===== config.mk =====
export PLATFORM = sky130hd
export DESIGN_NAME = a3_sq_decoder_flat
export DESIGN_NICKNAME = d
export VERILOG_FILES = /design/src/rtl/a3_sq_decoder_if.sv /design/src/rtl/a3_sq_decoder.sv /design/src/flat_wrapper.sv
export SDC_FILE = /design/constraint.sdc
export NUM_CORES = 1
export LEC_CHECK = 0
export ABC_AREA = 1
export CORE_MARGIN = 5
export CORE_UTILIZATION = 25
export CTS_CLUSTER_SIZE = 20
export DETAILED_ROUTE_END_ITERATION = 8
export SLEW_MARGIN = 0
export SYNTH_ARGS = -nofsm -noshare
export SYNTH_HDL_FRONTEND = slang
export SYNTH_SLANG_ARGS = --single-unit

===== constraint.sdc =====
create_clock -name CLOCK -period 2.1 [get_ports CLOCK]
set_clock_uncertainty 0.15 [all_clocks]
set_input_delay 0.42 -clock CLOCK [delete_from_list [all_inputs] [get_ports CLOCK]]
set_output_delay 0.42 -clock CLOCK [all_outputs]
set_load 0.01 [all_outputs]

===== src/rtl/a3_sq_decoder_if.sv =====
// rtl/a3_sq_decoder_if.sv - pulse inputs and decoded outputs of the sequence-register decoder
interface a3_sq_decoder_if;
    logic [5:0]  wl;
    logic        nisq;
    logic        extpls;
    logic        inhpls;
    logic        relpls;
    logic        krpt;
    logic        rsm;
    logic        gojam;

    logic [5:0]  sq;
    logic        sqext;
    logic        futext;
    logic [3:0]  qc;
    logic [27:0] instr;
    logic        inhint;
    logic        iip;
    logic        rpt_ok;

    modport master (
        output wl, nisq, extpls, inhpls, relpls, krpt, rsm, gojam,
        input  sq, sqext, futext, qc, instr, inhint, iip, rpt_ok
    );

    modport slave (
        input  wl, nisq, extpls, inhpls, relpls, krpt, rsm, gojam,
        output sq, sqext, futext, qc, instr, inhint, iip, rpt_ok
    );
endinterface


===== src/rtl/a3_sq_decoder.sv =====
// rtl/a3_sq_decoder.sv - sequence register, extend flag and one-hot instruction decode
// Interrupt inhibit / in-progress flags are built only when A3_RUPT_EN is defined.
module a3_sq_decoder (
    input  logic              CLOCK,
    input  logic              rst,
    a3_sq_decoder_if.slave    bus
);
    localparam logic [4:0] I_TC   = 5'd0;
    localparam logic [4:0] I_CCS  = 5'd1;
    localparam logic [4:0] I_TCF  = 5'd2;
    localparam logic [4:0] I_DAS  = 5'd3;
    localparam logic [4:0] I_LXCH = 5'd4;
    localparam logic [4:0] I_INCR = 5'd5;
    localparam logic [4:0] I_ADS  = 5'd6;
    localparam logic [4:0] I_CA   = 5'd7;
    localparam logic [4:0] I_CS   = 5'd8;
    localparam logic [4:0] I_NDX  = 5'd9;
    localparam logic [4:0] I_DXCH = 5'd10;
    localparam logic [4:0] I_TS   = 5'd11;
    localparam logic [4:0] I_XCH  = 5'd12;
    localparam logic [4:0] I_AD   = 5'd13;
    localparam logic [4:0] I_MASK = 5'd14;
    localparam logic [4:0] I_IO   = 5'd15;
    localparam logic [4:0] I_DV   = 5'd16;
    localparam logic [4:0] I_BZF  = 5'd17;
    localparam logic [4:0] I_MSU  = 5'd18;
    localparam logic [4:0] I_QXCH = 5'd19;
    localparam logic [4:0] I_AUG  = 5'd20;
    localparam logic [4:0] I_DIM  = 5'd21;
    localparam logic [4:0] I_DCA  = 5'd22;
    localparam logic [4:0] I_DCS  = 5'd23;
    localparam logic [4:0] I_NDXX = 5'd24;
    localparam logic [4:0] I_SU   = 5'd25;
    localparam logic [4:0] I_BZMF = 5'd26;
    localparam logic [4:0] I_MP   = 5'd27;

    logic [5:0] sq_q, sq_d;
    logic       sqext_q, sqext_d;
    logic       futext_q, futext_d;
    logic       inhint_w, iip_w;

    always_ff @(posedge CLOCK or negedge rst) begin
        if (!rst) begin
            sq_q     <= '0;
            sqext_q  <= 1'b0;
            futext_q <= 1'b0;
        end else begin
            sq_q     <= sq_d;
            sqext_q  <= sqext_d;
            futext_q <= futext_d;
        end
    end

    // extpls dominates the nisq clear so EXTEND landing on a load still arms the next one.
    always_comb begin
        sq_d     = sq_q;
        sqext_d  = sqext_q;
        futext_d = futext_q;
        if (bus.gojam) begin
            sq_d     = '0;
            sqext_d  = 1'b0;
            futext_d = 1'b0;
        end else begin
            if (bus.nisq) begin
                sq_d     = bus.wl;
                sqext_d  = futext_q;
                futext_d = 1'b0;
            end
            if (bus.extpls) begin
                futext_d = 1'b1;
            end
        end
    end

`ifdef A3_RUPT_EN
    logic inhint_q, inhint_d;
    logic iip_q, iip_d;

    always_ff @(posedge CLOCK or negedge rst) begin
        if (!rst) begin
            inhint_q <= 1'b0;
            iip_q    <= 1'b0;
        end else begin
            inhint_q <= inhint_d;
            iip_q    <= iip_d;
        end
    end

    always_comb begin
        inhint_d = inhint_q;
        iip_d    = iip_q;
        if (bus.gojam) begin
            inhint_d = 1'b0;
            iip_d    = 1'b0;
        end else begin
            if (bus.inhpls)      inhint_d = 1'b1;
            else if (bus.relpls) inhint_d = 1'b0;
            if (bus.krpt)        iip_d    = 1'b1;
            else if (bus.rsm)    iip_d    = 1'b0;
        end
    end

    assign inhint_w = inhint_q;
    assign iip_w    = iip_q;
`else
    logic unused_rupt;
    assign unused_rupt = ^{bus.inhpls, bus.relpls, bus.krpt, bus.rsm};
    assign inhint_w    = 1'b0;
    assign iip_w       = 1'b0;
`endif

    logic [2:0] oc;
    logic [1:0] qq;
    logic [4:0] dec_idx;
    logic [3:0] qc_w;

    assign oc = sq_q[5:3];
    assign qq = sq_q[2:1];

    // sq[0] never reaches the decode; it only distinguishes addresses within a quarter.
    always_comb begin
        dec_idx = I_TC;
        if (!sqext_q) begin
            unique case (oc)
                3'd0: dec_idx = I_TC;
                3'd1: dec_idx = (qq == 2'd0) ? I_CCS : I_TCF;
                3'd2: begin
                    unique case (qq)
                        2'd0: dec_idx = I_DAS;
                        2'd1: dec_idx = I_LXCH;
                        2'd2: dec_idx = I_INCR;
                        2'd3: dec_idx = I_ADS;
                    endcase
                end
                3'd3: dec_idx = I_CA;
                3'd4: dec_idx = I_CS;
                3'd5: begin
                    unique case (qq)
                        2'd0: dec_idx = I_NDX;
                        2'd1: dec_idx = I_DXCH;
                        2'd2: dec_idx = I_TS;
                        2'd3: dec_idx = I_XCH;
                    endcase
                end
                3'd6: dec_idx = I_AD;
                3'd7: dec_idx = I_MASK;
            endcase
        end else begin
            unique case (oc)
                3'd0: dec_idx = I_IO;
                3'd1: dec_idx = (qq == 2'd0) ? I_DV : I_BZF;
                3'd2: begin
                    unique case (qq)
                        2'd0: dec_idx = I_MSU;
                        2'd1: dec_idx = I_QXCH;
                        2'd2: dec_idx = I_AUG;
                        2'd3: dec_idx = I_DIM;
                    endcase
                end
                3'd3: dec_idx = I_DCA;
                3'd4: dec_idx = I_DCS;
                3'd5: dec_idx = I_NDXX;
                3'd6: dec_idx = (qq == 2'd0) ? I_SU : I_BZMF;
                3'd7: dec_idx = I_MP;
            endcase
        end
    end

    always_comb begin
        qc_w     = '0;
        qc_w[qq] = 1'b1;
    end

    assign bus.sq     = sq_q;
    assign bus.sqext  = sqext_q;
    assign bus.futext = futext_q;
    assign bus.qc     = qc_w;
    assign bus.instr  = 28'd1 << dec_idx;
    assign bus.inhint = inhint_w;
    assign bus.iip    = iip_w;
    assign bus.rpt_ok = ~inhint_w & ~iip_w & ~futext_q & ~sqext_q;
endmodule


===== src/flat_wrapper.sv =====
// flat-port wrapper written by rule: the top's interface ports become plain ports
module a3_sq_decoder_flat 
  (CLOCK, rst, bus_wl, bus_nisq, bus_extpls, bus_inhpls, bus_relpls, bus_krpt, bus_rsm, bus_gojam, bus_sq, bus_sqext, bus_futext, bus_qc, bus_instr, bus_inhint, bus_iip, bus_rpt_ok);
  a3_sq_decoder_if bus_i ();
  input  logic CLOCK;
  input  logic rst;
  input wire logic [$bits(bus_i.wl)-1:0] bus_wl;
  input wire logic [$bits(bus_i.nisq)-1:0] bus_nisq;
  input wire logic [$bits(bus_i.extpls)-1:0] bus_extpls;
  input wire logic [$bits(bus_i.inhpls)-1:0] bus_inhpls;
  input wire logic [$bits(bus_i.relpls)-1:0] bus_relpls;
  input wire logic [$bits(bus_i.krpt)-1:0] bus_krpt;
  input wire logic [$bits(bus_i.rsm)-1:0] bus_rsm;
  input wire logic [$bits(bus_i.gojam)-1:0] bus_gojam;
  output wire logic [$bits(bus_i.sq)-1:0] bus_sq;
  output wire logic [$bits(bus_i.sqext)-1:0] bus_sqext;
  output wire logic [$bits(bus_i.futext)-1:0] bus_futext;
  output wire logic [$bits(bus_i.qc)-1:0] bus_qc;
  output wire logic [$bits(bus_i.instr)-1:0] bus_instr;
  output wire logic [$bits(bus_i.inhint)-1:0] bus_inhint;
  output wire logic [$bits(bus_i.iip)-1:0] bus_iip;
  output wire logic [$bits(bus_i.rpt_ok)-1:0] bus_rpt_ok;
  assign bus_i.wl = bus_wl;
  assign bus_i.nisq = bus_nisq;
  assign bus_i.extpls = bus_extpls;
  assign bus_i.inhpls = bus_inhpls;
  assign bus_i.relpls = bus_relpls;
  assign bus_i.krpt = bus_krpt;
  assign bus_i.rsm = bus_rsm;
  assign bus_i.gojam = bus_gojam;
  assign bus_sq = bus_i.sq;
  assign bus_sqext = bus_i.sqext;
  assign bus_futext = bus_i.futext;
  assign bus_qc = bus_i.qc;
  assign bus_instr = bus_i.instr;
  assign bus_inhint = bus_i.inhint;
  assign bus_iip = bus_i.iip;
  assign bus_rpt_ok = bus_i.rpt_ok;
  a3_sq_decoder u_core (.CLOCK(CLOCK), .rst(rst), .bus(bus_i));
endmodule

=== Yosys cells after proc, flatten, opt, wreduce, memory -nomap -nowiden ===
Index checks and enable logic that the tools add are counted.
W data, S select, Z words.

* Memories kept: 0
* Memory bits (read-only): 0
* Latch bits: 0
* Input bits: 15
* Output and inout bits: 43
* Word-level logic and storage cells: 42
* RAM bits: 0
* Register bits: 8

* Equal/unequal tests: 10
* Shift-type cells: 1
* Div/mod/pow operators: 0
* Reductions and logical operators: 5
* Bitwise logic cells: 3
* $add $sub $neg: 0
* Multiplexer cells: 18
* Order comparisons: 2
* Multiply operators: 0

{| class="wikitable"
|+ Operators by type and width
! operator !! number
|-
| $pmux W5 S8 || 2
|-
| $pmux W5 S4 || 3
|-
| $shl A1 B5 Y28 const A || 1
|-
| $eq A3 B3 Y1 const B || 4
|-
| $mux W6 || 2
|-
| $mux W1 || 7
|-
| $eq A3 B2 Y1 const B || 2
|-
| $mux W5 || 1
|-
| $eq A2 B2 Y1 const B || 2
|-
| $mux W2 || 2
|-
| $eq A3 B1 Y1 const B || 1
|-
| $logic_not A3 Y1 || 1
|-
| $lt A2 B3 Y1 const B || 1
|-
| $reduce_bool A3 Y1 || 1
|-
| $demux W1 S2 || 1
|-
| $eq A2 B1 Y1 const B || 1
|-
| $ge A2 B1 Y1 const B || 1
|-
| $logic_not A2 Y1 || 1
|-
| $not A1 Y1 || 2
|-
| $reduce_bool A2 Y1 || 1
|-
| $and A1 B1 Y1 || 1
|-
| $logic_and A1 B1 Y1 || 1
|}

=== Logic depth before layout (Yosys ltp) ===
* Depth after elaboration: 5
* Mapped depth: 11
* Mapped depth without buffers: 11

=== Least setup slack after synthesis ===
No wires, ideal clock.

* Path kind: reg-to-output
* Start: register u_core.sq_q[1], in the netlist u_core.bus.sq[1]
* End: output bus_instr[0]
* Stages on the path, launching flop included: 9
* Buffers on the path: 0
* Required time: 1.530 ns
* Setup slack: -0.198 ns
* Data arrival time: 1.728 ns
* Cell sequence: dfrtp_1 -> inv_1 -> ha_1 -> inv_1 -> a21oi_1 -> nand3b_1 -> nand2_2 -> nand3_2 -> nor2_1

* Longest elaborated chain between the ends: 5
* Elaborated cells on any way between the ends: 14
* Those cells by class: eq/ne (3); shift (1); mux (9); reduce/logical (1)

{| class="wikitable"
|+ Ends and longest elaborated chain
! what !! line !! text
|-
| start, declared || a3_sq_decoder.sv:37 || <nowiki>logic [5:0] sq_q, sq_d;</nowiki>
|-
| start signal, assigned || a3_sq_decoder.sv:48 || <nowiki>sq_q <= sq_d;</nowiki>
|-
| $eq A2 B2 Y1, or another cell as far along || a3_sq_decoder.sv:128, a3_sq_decoder.sv:138, a3_sq_decoder.sv:153 ||
|-
| $pmux W5 S4, or another cell as far along || a3_sq_decoder.sv:138 || <nowiki>unique case (qq)</nowiki>
|-
| $pmux W5 S8, on equally long branches || a3_sq_decoder.sv:124, a3_sq_decoder.sv:149 ||
|-
| $mux W5 * || a3_sq_decoder.sv:123 || <nowiki>if (!sqext_q) begin</nowiki>
|-
| $shl A1 B5 Y28 * || a3_sq_decoder.sv:178 || <nowiki>assign bus.instr = 28'd1 << dec_idx;</nowiki>
|-
| end, declared || flat_wrapper.sv:19 || <nowiki>output wire logic [$bits(bus_i.instr)-1:0] bus_instr;</nowiki>
|}

Mark *: on every way between the ends. The rest lies on a longest branch, timed or not. The select of a mux whose other input is x is not followed.

=== Worst setup path after layout ===
* Start: register u_core.sq_q[1], in the netlist u_core.bus.sq[1]
* End: output bus_instr[11]

Same word-level chain as after synthesis.

==> key figures <==
Status
  • Status: complete, but fails checks
  • Failing checks: setup timing

STA
  • Endpoints failing setup: 29
  • Final WS setup: -0.453 ns
  • Min Tclk post-route: 2.55 ns
  • Final Hold Viols: 0
  • Max Fclk: 0.392 GHz
  • Pins over their slew limit: 0
  • Tcrit/Tclk final: 1.22
  • Post-Route Setup TNS: -10.98 ns
  • RSZ-0062 raised after global routing: true

Global route
  • Global-route wire length before repair: 6090 µm
  • Gr ovfl total: 0
  • Vias in the first global route: 1305
  • GRT Resource Usage Total: 0.119
  • Largest net degree at the start of global routing: 11
  • Antenna violations before repair: 0

Cells and area
  • Final cell utilization of the core: 0.502
  • Layout cell share with drive strength beyond 1: 0.599
  • Nets@finish: 274
  • Area of the multi-input gates: 953 µm²
  • # fillers: 465
  • Diode count: 0
  • Area taken by flip-flops and latches: 204 µm²
  • Area grow syn2layout: 95.7%

CTS
  • # hold bufs at CTS: 0
  • Clock latency on the worst-skew pair: 0.22 ns
  • Number of buffers created by CTS: 3
  • Root Buffer: clkbuf_8
  • Max Buffers Root-to-Sink: 2
  • Clock-pin transition on the worst setup and hold timing paths: 0.05 ns
  • CTS sink count: 8
  • CTS tree: built
  • H-tree depth: 1

Logic synthesis
  • Netlist cell types: 29
  • Flops & latches, synth: 8
  • Sequential area share after synthesis: 0.181
  • Top post-synthesis cells by area: dfrtp_1, nor2_1, nand3_2
  • Netlist Area Pre-Place: 1110 µm²
  • Syn_area_per_cell: 6.89 µm²
  • Synth area leader: dfrtp_1
  • Synth Instances: 161
  • Post-synth top area share: 0.181
  • Syn. warnings: 0
  • Synth top cells by count: nor2_1, nand2_1, inv_1
  • Most common cell in the netlist: nor2_1
  • Post-synth EDFFs: 0
  • Ys async rst share: 1.00
  • Commonest register cell after synthesis: dfrtp_1

Floorplan
  • Die height: 76.6 µm
  • Chip width: 76.6 µm
  • Die area: 5870 µm²
  • Io pins: 58
  • Core Rows: 24
  • Starting Density: 0.256
  • Core area: 4320 µm²

Power and ir drop
  • Gate power share: 0.568
  • Power per cell area: 399 nW/µm²
  • Tot Pwr: 0.865 mW
  • Leakage: 1.03 nW
  • Clock network fraction of design power: 0.227
  • Net Sw Frac: 0.371
  • Worst vdd ir: 0.290 mV
  • Sequential group share of total power: 0.205
  • Net Switching: 0.321 mW
  • Cell internal pwr: 0.544 mW

Critical path
  • Worst EP required: 1.53 ns
  • WS Path Type: reg2out
  • Max FO, Critical Path: 4
  • Crit path DAT: 1.98 ns
  • Crit-path leading delay family: simple AND/OR/NAND/NOR gates
  • Slowest cell on the critical path: dfrtp_2
  • CP startpoint kind: flop
  • Largest stage delay on the critical path: 0.44 ns
  • Critical-path cell list: inv_4, ha_4, nor2_2, nor2_2, nand3b_1, nand2_4, buf_6, nor2_4, nand2_4, nor2_2, buf_2
  • Most used cell, CP: nor2_2
  • Buffers plus inverters on the worst setup path: 3
  • Critical Path End Type: output pin

Min path
  • Worst Hold Class: in2async

Routing
  • Iteration-0 DRC Markers: 17
  • DR vias: 1302
  • Mean routed wirelength per cell: 11.3 µm
  • WL final: 3430 µm
  • Total iterations of the first detailed-routing run: 4
  • Antenna-violating nets left: 0
  • Vias per cell: 4.28
  • DRC Markers: 0

Placement
  • Dpl hpwl: 2800 µm
  • IO buf count: 51
  • GP Congestion: 0.771

Run
  • Max cap viols: 0
cells by family after synthesis:
kind of cell    after synthesis  share of synthesized area
flops                         8                      0.181
other cells                   1                    0.00338
compound gates               14                     0.0801
simple gates                105                      0.532
buf+inv                      27                      0.137
fa+ha+maj                     6                     0.0677
metal layers:
metal | vias to the layer above | GRT usage | part of all wire
met1 | 564 | 0.154 | 0.44
met4 | 0 | 0.0157 | 0
met3 | 0 | 0.0307 | 0.069
met2 | 43 | 0.200 | 0.50
li1 | 695 | - | -
met5 | - | 0 | 0
area by class of cell:
type | instances | share of cell area
Inverter | 20 | 0.0484
Multi-Input combinational cell | 127 | 0.439
Clock buffer | 4 | 0.0208
Tap cell | 52 | 0.0300
Sequential cell | 8 | 0.0940
Timing Repair Buffer | 93 | 0.367
timing repair:
item,4_1_cts,5_1_grt
cloned,0,0
gates resized for setup,132,12
setup endpoints to repair,33,31
setup buffers,14,2
pin swaps,12,6
cell usage in the layout, fill, tap and decap left out, types with 4 or more instances in the layout:
master           synthesis  routed
nor2_2                   4      15
buf_2                    0      19
buf_4                    2      33
inv_1                   12       9
clkdlybuf4s50_1          0      19
dfrtp_1                  8       5
ha_4                     0       4
buf_6                    3      15
nand3_1                  9       9
nand3_4                  2       5
nand2_2                  9       8
nor2_1                  45      25
nand2_4                  3       5
o21ai_0                  8       8
inv_4                    0       4
nand3_2                 10       7
nand2_1                 14      13
nor2_4                   3      12
path summary, 6_finish.rpt:
| check | from | end | slack [ns] | cells past startpoint |
|---|---|---|---|---|
| worst max-delay path | u_core.bus.sq[1] | bus_instr[11] | -0.45 | 11 |
| worst min-delay path | rst | u_core.bus.sq[4] | 0.34 | 1 |
| worst max register to register | u_core.bus.sq[5] | u_core.bus.sq[5] | 1.03 | 3 |
| worst min register to register | u_core.bus.sq[0] | u_core.bus.sq[0] | 0.40 | 2 |
| max in group asynchronous | rst | u_core.bus.sq[5] | 1.15 | 1 |
| min in group CLOCK | u_core.bus.sq[0] | u_core.bus.sq[0] | 0.40 | 2 |
worst register-to-register path, delay by kind of cell, from the launching register on:
family,cells,cell delay (ns)
AO/OA/AOI/OAI,1,0.14
flip-flops,1,0.50
buffers and inverters,2,0.20
power groups by stage:
| stage | combinational (mW) | sequential, mW | clock [mW] |
|---|---|---|---|
| after floorplan | 0.252 | 0.180 | 0 |
| after global placement | 0.409 | 0.180 | 0 |
| after detailed placement | 0.410 | 0.180 | 0 |
| after CTS | 0.473 | 0.177 | 0.200 |
| after global routing | 0.532 | 0.179 | 0.214 |
| final | 0.491 | 0.177 | 0.197 |
registers in the layout, indices dropped and copies added, names as in the netlist:
signal             cells
u_core.bus.sq          6
u_core.bus.futext      1
u_core.bus.sqext       1
stage by stage:
step	cell area (µm²)	hold slack, ns	instances	worst slack (ns)
after floorplan	1280	-0.0256	162	-0.00267
after global placement	2000	0.379	284	-0.589
after detailed placement	2000	0.383	284	-0.585
after CTS	2130	0.347	302	-0.472
after global routing	2170	0.364	304	-0.613
final	2170	0.341	304	-0.453
No activity file was read; power rests on OpenSTA's default activity.
